$ cat config.mk
export PLATFORM = sky130hd
export DESIGN_NAME = uart_tx_frame_flat
export DESIGN_NICKNAME = d
export VERILOG_FILES = /design/src/rtl/uart_tx_frame_pkg.sv /design/src/rtl/uart_tx_frame_if.sv /design/src/rtl/uart_tx_frame_rising_edge_detector.sv /design/src/rtl/uart_tx_frame.sv /design/src/flat_wrapper.sv
export SDC_FILE = /design/constraint.sdc
export NUM_CORES = 1
export LEC_CHECK = 0
export ABC_AREA = 0
export CAP_MARGIN = 20
export CELL_PAD_IN_SITES_DETAIL_PLACEMENT = 0
export CELL_PAD_IN_SITES_GLOBAL_PLACEMENT = 1
export CORE_MARGIN = 3
export CORE_UTILIZATION = 40
export CTS_BUF_LIST = sky130_fd_sc_hd__clkbuf_8
export CTS_CLUSTER_DIAMETER = 100
export DETAILED_ROUTE_END_ITERATION = 7
export PLACE_DENSITY_LB_ADDON = 0.1
export RECOVER_POWER = 50
export SYNTH_ARGS = -nofsm -noshare
export SYNTH_HDL_FRONTEND = slang
export SYNTH_SLANG_ARGS = --single-unit
$ cat constraint.sdc
create_clock -name clk -period 2.11 [get_ports clk]
set_input_delay 0.422 -clock clk [delete_from_list [all_inputs] [get_ports clk]]
set_output_delay 0.422 -clock clk [all_outputs]
set_load 0.02 [all_outputs]
$ cat src/rtl/uart_tx_frame_pkg.sv
// Shared definitions for the uart transmit chain: FSM state encodings and
// serial line levels.
package uart_tx_frame_pkg;

    typedef enum logic [1:0] {
        S_IDLE  = 2'd0,
        S_START = 2'd1,
        S_DATA  = 2'd2,
        S_STOP  = 2'd3
    } tx_state_e;

    localparam logic LINE_IDLE  = 1'b1;
    localparam logic LINE_START = 1'b0;

endpackage

$ cat src/rtl/uart_tx_frame_if.sv
// Handshake bundle between the upstream pulse controller (master) and the
// frame transmitter (slave).
interface uart_tx_frame_if #(
    parameter int DATA_BITS = 8
) ();
    logic                 start;
    logic [DATA_BITS-1:0] data_in;
    logic                 tx;
    logic                 busy;
    logic                 done;

    modport master (output start, output data_in, input tx, input busy, input done);
    modport slave  (input start, input data_in, output tx, output busy, output done);
endinterface

$ cat src/rtl/uart_tx_frame_rising_edge_detector.sv
// Registered rising-edge detector; shared with the receiver side of the chain.
module rising_edge_detector (
    input  logic clk,
    input  logic reset,
    input  logic in,
    output logic rise
);
    logic in_d_q, in_d_d;
    logic armed_q, armed_d;

    always_comb begin
        in_d_d  = in;
        armed_d = 1'b1;
    end

    always_ff @(posedge clk or posedge reset) begin
        if (reset) begin
            in_d_q  <= 1'b0;
            armed_q <= 1'b0;
        end else begin
            in_d_q  <= in_d_d;
            armed_q <= armed_d;
        end
    end

    // armed_q masks the first edge after reset so a level already high is not seen as a rise
    assign rise = in & ~in_d_q & armed_q;
endmodule

$ cat src/rtl/uart_tx_frame.sv
// Serial frame transmitter: one start bit, DATA_BITS payload bits LSB first,
// STOP_BITS stop bits, launched by a rising edge on start.
module uart_tx_frame
    import uart_tx_frame_pkg::*;
#(
    parameter int DATA_BITS    = 8,
    parameter int CLKS_PER_BIT = 16,
    parameter int STOP_BITS    = 1
) (
    input logic           clk,
    input logic           reset,
    uart_tx_frame_if.slave bus
);
    localparam int CW = $clog2(CLKS_PER_BIT);
    localparam int IW = $clog2(DATA_BITS + 1);
    localparam logic [CW-1:0] CNT_LAST  = CW'(CLKS_PER_BIT - 1);
    localparam logic [IW-1:0] DATA_LAST = IW'(DATA_BITS - 1);
    localparam logic [IW-1:0] STOP_LAST = IW'(STOP_BITS - 1);

    tx_state_e            state_q, state_d;
    logic [CW-1:0]        cnt_q, cnt_d;
    logic [IW-1:0]        idx_q, idx_d;
    logic [DATA_BITS-1:0] shreg_q, shreg_d;
    logic                 tx_q, tx_d;
    logic                 busy_q, busy_d;
    logic                 done_q, done_d;
    logic                 rise;
    logic                 bit_end;

    rising_edge_detector u_start_edge (
        .clk   (clk),
        .reset (reset),
        .in    (bus.start),
        .rise  (rise)
    );

    assign bit_end = (cnt_q == CNT_LAST);

    always_ff @(posedge clk or posedge reset) begin
        if (reset) begin
            state_q <= S_IDLE;
            cnt_q   <= '0;
            idx_q   <= '0;
            shreg_q <= '0;
            tx_q    <= LINE_IDLE;
            busy_q  <= 1'b0;
            done_q  <= 1'b0;
        end else begin
            state_q <= state_d;
            cnt_q   <= cnt_d;
            idx_q   <= idx_d;
            shreg_q <= shreg_d;
            tx_q    <= tx_d;
            busy_q  <= busy_d;
            done_q  <= done_d;
        end
    end

    always_comb begin
        state_d = state_q;
        cnt_d   = cnt_q;
        idx_d   = idx_q;
        shreg_d = shreg_q;
        tx_d    = tx_q;
        busy_d  = busy_q;
        done_d  = 1'b0;

        case (state_q)
            S_IDLE: begin
                tx_d   = LINE_IDLE;
                busy_d = 1'b0;
                cnt_d  = '0;
                idx_d  = '0;
                // a rise coinciding with the done pulse is dropped; a fresh edge is needed
                if (rise && !done_q) begin
                    shreg_d = bus.data_in;
                    state_d = S_START;
                    tx_d    = LINE_START;
                    busy_d  = 1'b1;
                end
            end
            S_START: begin
                if (bit_end) begin
                    cnt_d   = '0;
                    tx_d    = shreg_q[0];
                    state_d = S_DATA;
                end else begin
                    cnt_d = cnt_q + CW'(1);
                end
            end
            S_DATA: begin
                if (bit_end) begin
                    cnt_d = '0;
                    if (idx_q == DATA_LAST) begin
                        idx_d   = '0;
                        tx_d    = LINE_IDLE;
                        state_d = S_STOP;
                    end else begin
                        shreg_d = shreg_q >> 1;
                        tx_d    = shreg_q[1];
                        idx_d   = idx_q + IW'(1);
                    end
                end else begin
                    cnt_d = cnt_q + CW'(1);
                end
            end
            S_STOP: begin
                tx_d = LINE_IDLE;
                if (bit_end) begin
                    cnt_d = '0;
                    if (idx_q == STOP_LAST) begin
                        idx_d   = '0;
                        state_d = S_IDLE;
                        busy_d  = 1'b0;
                        done_d  = 1'b1;
                    end else begin
                        idx_d = idx_q + IW'(1);
                    end
                end else begin
                    cnt_d = cnt_q + CW'(1);
                end
            end
            default: state_d = S_IDLE;
        endcase
    end

    assign bus.tx   = tx_q;
    assign bus.busy = busy_q;
    assign bus.done = done_q;
endmodule

$ cat src/flat_wrapper.sv
// flat-port wrapper written by rule: the top's interface ports become plain ports
module uart_tx_frame_flat import uart_tx_frame_pkg::*;
#(
    parameter int DATA_BITS    = 8,
    parameter int CLKS_PER_BIT = 16,
    parameter int STOP_BITS    = 1
)
  (clk, reset, bus_start, bus_data_in, bus_tx, bus_busy, bus_done);
  uart_tx_frame_if #(.DATA_BITS(DATA_BITS)) bus_i ();
  input logic clk;
  input logic reset;
  input wire logic [$bits(bus_i.start)-1:0] bus_start;
  input wire logic [$bits(bus_i.data_in)-1:0] bus_data_in;
  output wire logic [$bits(bus_i.tx)-1:0] bus_tx;
  output wire logic [$bits(bus_i.busy)-1:0] bus_busy;
  output wire logic [$bits(bus_i.done)-1:0] bus_done;
  assign bus_i.start = bus_start;
  assign bus_i.data_in = bus_data_in;
  assign bus_tx = bus_i.tx;
  assign bus_busy = bus_i.busy;
  assign bus_done = bus_i.done;
  uart_tx_frame #(.DATA_BITS(DATA_BITS), .CLKS_PER_BIT(CLKS_PER_BIT), .STOP_BITS(STOP_BITS)) u_core (.clk(clk), .reset(reset), .bus(bus_i));
endmodule
==> results of run 1 <==
-- routing by layer --
metal / share of wire [%] / up-vias / GRT usage [%]
li1: - / 445 / -
met2: 47 / 13 / 22.3
met4: 1.1 / 0 / 4.96
met1: 49 / 429 / 18.3
met3: 3.6 / 4 / 4.28
met5: 0 / - / 0
-- worst register-to-register path: cells and delay by family (launching register included) --
kind | cells | cell delay, ps
and+or+nand+nor | 1 | 160
DFF | 1 | 420
AOI/OAI and AO/OA | 1 | 280
adders and majority gates | 1 | 260
muxes | 1 | 320
buffers and inverters | 2 | 300
-- final timing paths --
| check | to | cells after the start | start |
|---|---|---|---|
| setup / recovery | u_core.state_q[1] | 6 | u_core.state_q[0] |
| hold / removal | u_core.bus.busy | 1 | u_core.bus.busy |
| setup reg to reg | u_core.state_q[1] | 6 | u_core.state_q[0] |
| hold reg to reg | u_core.bus.busy | 1 | u_core.bus.busy |
| max in group asynchronous | u_core.idx_q[1] | 3 | reset |
| min in group asynchronous | u_core.u_start_edge.armed_q | 2 | reset |
-- metrics by stage --
stage          hold slack [ps]  total power, uW  setup WS [ps]  utilization [%]  cells
2_1_floorplan              423              484            325                -    114
6_report                   484              774            259             50.4    177
4_1_cts                    457              791            273             50.6    177
3_3_place_gp               468              512            142             49.1    173
5_1_grt                    521              819            159             50.4    177
3_5_place_dp               470              513            120             49.1    173
-- kinds of logic (layout without fill, tap and decap cells) --
logic type,after synthesis,count (layout),synth area share (%)
adders and majority gates,8,8,7.69
buffers and inverters,11,30,3.46
and+or+nand+nor,31,31,14.5
AOI/OAI and AO/OA,24,24,13.8
xor gates and xnor gates,1,1,0.673
DFF,23,23,44.3
muxes,15,15,15.3
other,1,1,0.288
-- sequential cells by signal (all words and copies together) (netlist names) --
| name | cells |
|---|---|
| u_core.u_start_edge.in_d_q | 1 |
| u_core.bus.done | 1 |
| u_core.idx_q | 4 |
| u_core.shreg_q | 8 |
| u_core.bus.tx | 1 |
| u_core.bus.busy | 1 |
| u_core.cnt_q | 4 |
| u_core.u_start_edge.armed_q | 1 |
| u_core.state_q | 2 |
-- cell type report --
class,count,area [sq um],area share [%]
Multi-Input combinational cell,80,681,43.8
Sequential cell,23,577,37.1
Timing Repair Buffer,18,164,10.6
Tap cell,44,55.1,3.55
Clock buffer,3,41.3,2.66
Inverter,8,30.0,1.93
Clock inverter,1,5.00,0.322
-- cells in the final DEF, fill, tap and decap left out, types with 2 or more instances in the layout --
master and instances:
dfrtp_1 22, clkdlybuf4s50_1 11, inv_1 8, mux2_4 8
ha_1 8, mux2_2 7, nand2_1 6, nor2_1 5
a21oi_1 5, nor3_1 4, buf_4 4, a21o_1 3
o21ai_0 3, clkbuf_8 3, nand3_1 2, nand2b_1 2
o21ai_1 2, a211o_1 2, nor2b_1 2, dlygate4sd3_1 2
-- where the power goes --
group          leakage [uW]  switching, uW  total (uW)  internal [uW]
clock network     0.0000255            141         273            132
logic              0.000403           17.9        47.2           29.3
registers          0.000287           4.61         454            449
==> metrics.txt, run 1 <==
max-cap violations=0; setup tns final=0 ps; RePlAce Congestion=0.766; cts hold-fix bufs=0; CP Capture Type=flop; Overflow after GRT=0; initial antenna violation count=0; top cell type by total area after synthesis=dfrtp_1; FP Rows=20; drt pass-1 iters=4; synthesized flop and latch total=23; Synth Net Count=133; placed cell area=1510 sq um; reg2reg setup slack=260 ps; skew final=1.07 ps; # fillers=291; status=finished, final reports clean; worst skew pair latency=260 ps; largest net degree at the start of global routing=14; total core area=3080 sq um; Die H=63.1 microns; Max Slew Vio Count=0; die area=3980 sq um; vias per inst=5.03; final hold vios=0; CTS Buf Count=3; CP Class=reg -> reg; H-tree lvl count=1; cell with the most instances after synthesis=dfrtp_1; CTS root buf=clkbuf_8; fin crit period=1850 ps; Main synth FF type=dfrtp_1; CP required=2270 ps; Cell variety after synth=39; Die X=63.1 microns; DR vias=891; CTS Buffer Depth=2; # DRC=0; Post-Syn Area=1300 sq um; Power Density=498 nW/um^2; RSZ-0062 raised after global routing=false; register area share after synthesis=44.3%; max incr delay on CP=420 ps; Final Setup Violations=0; Crit path max-delay family=flip-flops; clk sink count=23; Critical Path AT=2010 ps; ant diodes=0; CP bufs+invs=2; critical path launch point type=flop; number of flops mapped to enable cells by yosys=0; worst-margin pin slew=677 ps; CTS tree=done; sequence of cells on the critical path=inv_1 > ha_1 > buf_4 > o21ai_1 > nand4_2 > mux2_4; top cells by count, synth=22 x dfrtp_1, 8 x ha_1, 8 x inv_1, 8 x mux2_4, 7 x mux2_2; final wirelength=2380 microns; Syn Inst Count=114; antenna-violating nets left=0; top-area cell type share of the netlist area=42.3%; GR Util All Layers=14.1%; clock slew at reported path FFs=80 ps; area delta synth->final=19.2%; Initial Utilization=42.3%; first-pass GRT wire length=4460 microns; CTS resizes=0; Synth Warn #=0; DRT iter0 DRCs=27; worst vdd ir=0.338 mV; layout cell share with drive strength beyond 1=24.1%; # port buffers=13; Final #Nets=153; Area contributors post-synth=dfrtp_1 42%, mux2_4 9.2%, ha_1 7.7%; Worst path slowest cell=dfrtp_1; DR WL/cell=13.4 microns; Synth async-reset ratio=100%; leakage=0.000716 uW; I/O pin cnt=14; max_slew headroom=54.8%; Max Fanout on Critical Path=7; via count of the first global-routing pass=941; Hold Crit Class=reg -> reg; Post-CTS Repair Setup Buffers=0; Final HPWL DP=1890 microns; fin crit share=87.7%; fmax=540 MHz; Mean Syn Cell Area=11.4 sq um; Post-Layout Inst Area=1550 sq um
Note: power is estimated with default switching activity, not from simulation.
==> run 2: changes to the inputs <==
- TNS_END_PERCENT: not set -> 20
==> results of run 2 <==
Same layout as run 1: the final DEF is identical, and so are final timing and power.
